<file path="config.mk">
export PLATFORM = sky130hd
export DESIGN_NAME = uart_tx_fifo
export DESIGN_NICKNAME = d
export VERILOG_FILES = /design/src/rtl/uart_tx_fifo_pkg.sv /design/src/rtl/uart_tx_fifo_mem.sv /design/src/rtl/uart_tx_fifo.sv
export SDC_FILE = /design/constraint.sdc
export NUM_CORES = 1
export LEC_CHECK = 0
export CAP_MARGIN = 40
export CORE_MARGIN = 2
export CORE_UTILIZATION = 55
export CTS_CLUSTER_SIZE = 16
export DETAILED_ROUTE_END_ITERATION = 8
export GPL_ROUTABILITY_DRIVEN = 0
export PLACE_DENSITY = 0.74
export SETUP_SLACK_MARGIN = 0.02
export SLEW_MARGIN = 5
export SYNTH_ARGS = -nofsm -noshare
export SYNTH_HDL_FRONTEND = slang
export SYNTH_SLANG_ARGS = --single-unit
</file>
<file path="constraint.sdc">
create_clock -name clk -period 3.5 [get_ports clk]
set_input_delay 0.35 -clock clk [delete_from_list [all_inputs] [get_ports clk]]
set_output_delay 0.35 -clock clk [all_outputs]
set_load 0.005 [all_outputs]
</file>
<file path="src/rtl/uart_tx_fifo_pkg.sv">
// Shared definitions for the UART transmit path: launch FSM encoding and
// family-wide defaults.
package uart_tx_fifo_pkg;

  // Default bit period (clocks per bit) for the UART family.
  localparam int CLK_PER_BIT = 434;

  // Default FIFO geometry.
  localparam int FIFO_DEPTH  = 16;
  localparam int FIFO_ADDR_W = 4;

  // Launch FSM: hand one byte to uart_tx and wait for its frame to finish.
  typedef enum logic [1:0] {
    ST_IDLE      = 2'd0,
    ST_LAUNCH    = 2'd1,
    ST_WAIT_BUSY = 2'd2,
    ST_WAIT_DONE = 2'd3
  } tx_state_e;

endpackage

</file>
<file path="src/rtl/uart_tx_fifo_mem.sv">
// DEPTH x 8 storage array for the transmit FIFO. Synchronous write,
// combinational read. Pointer and flag bookkeeping lives in the parent.
module uart_fifo_mem #(
  parameter int DEPTH  = 16,
  parameter int ADDR_W = 4
) (
  input  logic              clk,
  input  logic              wr_en,
  input  logic [ADDR_W-1:0] wr_addr,
  input  logic [7:0]        wr_data,
  input  logic [ADDR_W-1:0] rd_addr,
  output logic [7:0]        rd_data
);

  logic [7:0] mem_r [DEPTH];

  // Store an accepted byte at the write address.
  always_ff @(posedge clk) begin
    if (wr_en) begin
      mem_r[wr_addr] <= wr_data;
    end
  end

  assign rd_data = mem_r[rd_addr];

endmodule

</file>
<file path="src/rtl/uart_tx_fifo.sv">
// Byte buffer in front of uart_tx. Queues host bytes in a DEPTH-entry FIFO
// and launches them one at a time over the tx_start/tx_data/tx_busy handshake.
module uart_tx_fifo
  import uart_tx_fifo_pkg::*;
#(
  parameter int DEPTH  = FIFO_DEPTH,
  parameter int ADDR_W = FIFO_ADDR_W
) (
  input  logic            clk,
  input  logic            rst_n,
  input  logic            wr_en,
  input  logic [7:0]      wr_data,
  input  logic            flush,
  output logic            full,
  output logic            empty,
  output logic [ADDR_W:0] count,
  output logic            overflow,
  output logic            tx_start,
  output logic [7:0]      tx_data,
  input  logic            tx_busy
);

  localparam logic [ADDR_W:0] PTR_ONE  = {{ADDR_W{1'b0}}, 1'b1};
  localparam logic [ADDR_W:0] PTR_ZERO = {(ADDR_W+1){1'b0}};
  localparam logic [ADDR_W:0] FULL_XOR = {1'b1, {ADDR_W{1'b0}}};

  logic [ADDR_W:0] wr_ptr_r, rd_ptr_r, count_r;
  logic [ADDR_W:0] wr_ptr_s, rd_ptr_s, count_s, ptr_xor_s;
  logic            full_r, empty_r, overflow_r, tx_start_r;
  logic            full_s, empty_s, overflow_s;
  logic [7:0]      tx_data_r, head_s;
  logic            pop_s, wr_acc_s;
  tx_state_e       state_r, state_s;

  uart_fifo_mem #(
    .DEPTH  (DEPTH),
    .ADDR_W (ADDR_W)
  ) u_mem (
    .clk     (clk),
    .wr_en   (wr_acc_s),
    .wr_addr (wr_ptr_r[ADDR_W-1:0]),
    .wr_data (wr_data),
    .rd_addr (rd_ptr_r[ADDR_W-1:0]),
    .rd_data (head_s)
  );

  // Accept/pop decisions and next pointer, count and flag values; flush wins.
  always_comb begin
    pop_s      = (state_r == ST_IDLE) && !empty_r && !tx_busy && !flush;
    wr_acc_s   = wr_en && (!full_r || pop_s) && !flush;
    overflow_s = wr_en && full_r && !pop_s;
    wr_ptr_s   = wr_ptr_r;
    rd_ptr_s   = rd_ptr_r;
    count_s    = count_r;
    if (flush) begin
      rd_ptr_s = wr_ptr_r;
      count_s  = PTR_ZERO;
    end else begin
      if (wr_acc_s) begin
        wr_ptr_s = wr_ptr_r + PTR_ONE;
      end else begin
        wr_ptr_s = wr_ptr_r;
      end
      if (pop_s) begin
        rd_ptr_s = rd_ptr_r + PTR_ONE;
      end else begin
        rd_ptr_s = rd_ptr_r;
      end
      case ({wr_acc_s, pop_s})
        2'b10:   count_s = count_r + PTR_ONE;
        2'b01:   count_s = count_r - PTR_ONE;
        default: count_s = count_r;
      endcase
    end
    ptr_xor_s = wr_ptr_s ^ rd_ptr_s;
    full_s    = (ptr_xor_s == FULL_XOR);
    empty_s   = (wr_ptr_s == rd_ptr_s);
  end

  // Launch FSM next-state: one launch cycle, then follow uart_tx busy.
  always_comb begin
    state_s = state_r;
    case (state_r)
      ST_IDLE: begin
        if (pop_s) state_s = ST_LAUNCH;
        else       state_s = ST_IDLE;
      end
      ST_LAUNCH: begin
        state_s = ST_WAIT_BUSY;
      end
      ST_WAIT_BUSY: begin
        if (tx_busy) state_s = ST_WAIT_DONE;
        else         state_s = ST_WAIT_BUSY;
      end
      ST_WAIT_DONE: begin
        if (!tx_busy) state_s = ST_IDLE;
        else          state_s = ST_WAIT_DONE;
      end
      default: state_s = ST_IDLE;
    endcase
  end

  // FIFO bookkeeping, flags and FSM state registers.
  always_ff @(posedge clk or negedge rst_n) begin
    if (!rst_n) begin
      wr_ptr_r   <= PTR_ZERO;
      rd_ptr_r   <= PTR_ZERO;
      count_r    <= PTR_ZERO;
      full_r     <= 1'b0;
      empty_r    <= 1'b1;
      overflow_r <= 1'b0;
      state_r    <= ST_IDLE;
    end else begin
      wr_ptr_r   <= wr_ptr_s;
      rd_ptr_r   <= rd_ptr_s;
      count_r    <= count_s;
      full_r     <= full_s;
      empty_r    <= empty_s;
      overflow_r <= overflow_s;
      state_r    <= state_s;
    end
  end

  // Registered launch strobe (high exactly while in LAUNCH) and held byte.
  always_ff @(posedge clk or negedge rst_n) begin
    if (!rst_n) begin
      tx_start_r <= 1'b0;
      tx_data_r  <= 8'h00;
    end else begin
      tx_start_r <= (state_s == ST_LAUNCH);
      if (pop_s) begin
        tx_data_r <= head_s;
      end else begin
        tx_data_r <= tx_data_r;
      end
    end
  end

  assign full     = full_r;
  assign empty    = empty_r;
  assign count    = count_r;
  assign overflow = overflow_r;
  assign tx_start = tx_start_r;
  assign tx_data  = tx_data_r;

endmodule

</file>
==> impl_metrics.sql <==
INSERT INTO impl_metrics (metric_group, metric, value, unit) VALUES
('run_status', 'run_status', 'finished, final reports clean', ''),
('global_routing', 'vias_in_the_first_global_route', '3659', ''),
('power', 'p_sw_share', '30.2', '%'),
('critical_path', 'cp_max_fanout', '7', ''),
('place', 'place.detailed.instances', '557', ''),
('layout', 'num-nets-final', '453', ''),
('power', 'cellInternalPower', '3980', 'uW'),
('drt', 'drt_pre_antenna_iters', '5', ''),
('clocking', 'clock_latency', '0.42', 'ns'),
('layout', 'finalCoreUtilization', '66.0', '%'),
('sta', 'setup_total_negative_slack', '0', 'ns'),
('die', 'chipHeight', '114', 'um'),
('clocking', 'cts_buffer_depth', '2', ''),
('sta', 'setup-violations-final', '0', ''),
('power', 'p_sw', '1720', 'uW'),
('layout', 'final-instance-count-excl-fill', '588', ''),
('global_routing', 'global_route.overflow_total', '0', ''),
('run', 'max_capacitance_violation_total', '0', ''),
('yosys', 'synth_sequential_area_ratio', '69.3', '%'),
('yosys', 'main_combinational_cell_family_by_area_after_synthesis', 'multiplexers', ''),
('yosys', 'mappedNetlistArea', '6600', 'um2'),
('power', 'power.ir.vdd_worst', '0.349', 'mV'),
('yosys', 'synth_top_cell_by_area', 'edfxtp_1', ''),
('power', 'clkPwrFrac', '28.0', '%'),
('sta', 'final-hold-violation-count', '0', ''),
('clocking', 'cts.hold.buffers_added', '0', ''),
('sta', 'fmaxAchievable', '335', 'MHz'),
('drt', 'vias', '3582', ''),
('global_routing', 'grt_antenna_before_repair', '0', ''),
('yosys', 'synth_edf_count', '128', ''),
('drt', 'drt-initial-drc-count', '278', ''),
('yosys', 'synth_common_cells', '128 x edfxtp_1, 32 x mux4_2, 28 x dfrtp_1', ''),
('critical_path', 'timing.critical_path.max_delay_family', 'simple AND/OR/NAND/NOR gates', ''),
('drt', 'totalWireLength', '12.9', 'mm'),
('die', 'initial_core_util', '57.0', '%'),
('yosys', 'area_share_of_the_largest_cell_type_after_synthesis', '58.3', '%'),
('power', 'seq_power_share', '44.2', '%'),
('power', 'static-leakage-power', '0.00266', 'uW'),
('clocking', 'clock_sinks', '157', ''),
('critical_path', 'worstPathArrival', '3.32', 'ns'),
('critical_path', 'max_stage_delay', '0.71', 'ns'),
('sta', 'worst_clock_skew', '0.00509', 'ns'),
('die', 'die_x', '114', 'um'),
('clocking', 'ctsResizeCount', '0', ''),
('min_path', 'worst_hold_path_type', 'in2async', ''),
('drt', 'vias_per_cell', '6.09', ''),
('critical_path', 'setup.worst_path.end_class', 'flip-flop', ''),
('layout', 'proportion_of_layout_cells_with_a_drive_suffix_above_1', '21.3', '%'),
('yosys', 'synth.top_cells.by_area', 'edfxtp_1 58%, mux4_2 11%, dfrtp_1 11%', ''),
('layout', 'multi_input_comb_area', '1890', 'um2'),
('yosys', 'yosys.area_share.adder', '1.33', '%'),
('layout', 'final-seq-area', '4570', 'um2'),
('global_routing', 'maximum_number_of_pins_on_one_net_before_global_route_repair', '26', ''),
('sta', 'unrepaired_setup_endpoints_after_global_routing', 'no', ''),
('sta', 'finalCriticalPeriod', '2.99', 'ns'),
('layout', 'area_growth', '15.8', '%'),
('clocking', 'cts_root_buf', 'clkbuf_16', ''),
('die', 'floorplan.core_area', '11600', 'um2'),
('critical_path', 'cp.required', '3.83', 'ns'),
('die', 'design.portCount', '30', ''),
('yosys', 'synth_ff_type', 'edfxtp_1', ''),
('global_routing', 'grt_pass1_wl', '20.3', 'mm'),
('yosys', 'synthSimpleGateAreaFrac', '7.06', '%'),
('yosys', 'synthesis.area_per_instance', '17.0', 'um2'),
('yosys', 'synth_cells', '388', ''),
('sta', 'worst_slew_pin_slew', '0.724', 'ns'),
('yosys', 'synth-compound-area-share', '4.52', '%'),
('die', 'die_area', '12900', 'um2'),
('yosys', 'async_set_or_reset_flop_fraction_in_the_synthesized_netlist', '18.5', '%'),
('place', 'io_buffers', '29', ''),
('clocking', 'cts.clk_slew.worst_paths', '0.06', 'ns');
## logic make-up (layout without fill, tap and decap cells)
kind of cell / Yosys count / in the layout
flops: 157 / 157
simple gates: 83 / 83
compound gates: 47 / 47
mux: 47 / 47
buf+inv: 31 / 88
xor+xnor: 16 / 16
fa+ha+maj: 7 / 7
## metal layers
layer / vias to the layer above / track usage [%] / part of all wire [%]
met5: - / 0 / 0
met4: 0 / 7.89 / 1.8
met3: 21 / 4.57 / 5.6
met2: 108 / 34.7 / 50
met1: 1853 / 30.1 / 43
li1: 1600 / - / -
## worst reg2reg max path, cell delays in order (launching register included)
cell     delay [ns]
dfrtp_1        0.43
or4_1          0.71
nor3_4         0.34
xor2_1         0.12
ha_1           0.24
or3_1          0.31
a21oi_1        0.14
mux2i_1        0.11
or3_1          0.33
a21oi_1        0.17
## cell type report
| type | count | area share, % |
|---|---|---|
| well taps | 143 | 2.34 |
| clock buffers | 21 | 5.77 |
| inverters | 10 | 0.492 |
| flip-flops and latches | 157 | 59.9 |
| clock inverters | 10 | 0.934 |
| repair buffers | 47 | 5.83 |
| multi-input cells | 200 | 24.7 |
## power by group through the flow
stage                     registers [uW]  clock network [uW]  logic (uW)
final                               2520                1600        1590
after global routing                2560                1690        1730
after CTS                           2520                1620        1590
after detailed placement            2560                   0        1570
after global placement              2550                   0        1550
after floorplan                     2370                   0        1220
## placed cells by master, fill, tap and decap left out, types with 3 or more instances in the layout
cell type,n
a21o_1,4
a21oi_1,16
a22oi_1,6
and2_1,6
and3_1,5
buf_4,16
clkbuf_1,4
clkbuf_16,17
clkdlybuf4s50_1,29
clkinv_4,4
clkinvlp_4,3
dfrtp_1,27
edfxtp_1,128
ha_1,7
inv_1,10
mux2_2,7
mux2i_1,7
mux4_2,32
nand2_1,17
nand2b_1,3
nand3_1,4
nor2_1,17
nor2b_1,3
nor3_1,5
nor3b_1,4
o21ai_0,12
or3_1,6
xnor2_1,10
xor2_1,5
## worst paths after layout
check,from,to,slack (ns),depth (start not counted)
worst max-delay path,state_r[1],count[4],0.51,9
worst min-delay path,rst_n,tx_data[4],0.20,1
worst max register to register,state_r[1],count[4],0.51,9
worst min register to register,tx_data[5],tx_data[5],0.48,1
max in group asynchronous,rst_n,count[1],2.70,3
min in group clk,tx_data[5],tx_data[5],0.48,1
## state kept, by name, summed over array words and instances, names as in the netlist
signal and count:
empty 1, wr_ptr_r 5, overflow 1, tx_data 8, rd_ptr_r 5, tx_start 1
state_r 2, u_mem.mem_r 128, count 5, full 1
## stage by stage
| stage | hold slack [ns] | total power, uW | instance area [um2] | setup WS [ns] |
|---|---|---|---|---|
| finish | 0.202 | 5700 | 7630 | 0.513 |
| detailed placement | 0.466 | 4130 | 7120 | 0.231 |
| global placement | 0.458 | 4090 | 7110 | 0.349 |
| global route | 0.206 | 5990 | 7630 | 0.305 |
| CTS | 0.200 | 5740 | 7630 | 0.532 |
| floorplan | 0.0544 | 3590 | 6600 | 0.820 |
Note: power is estimated with default switching activity, not from simulation.
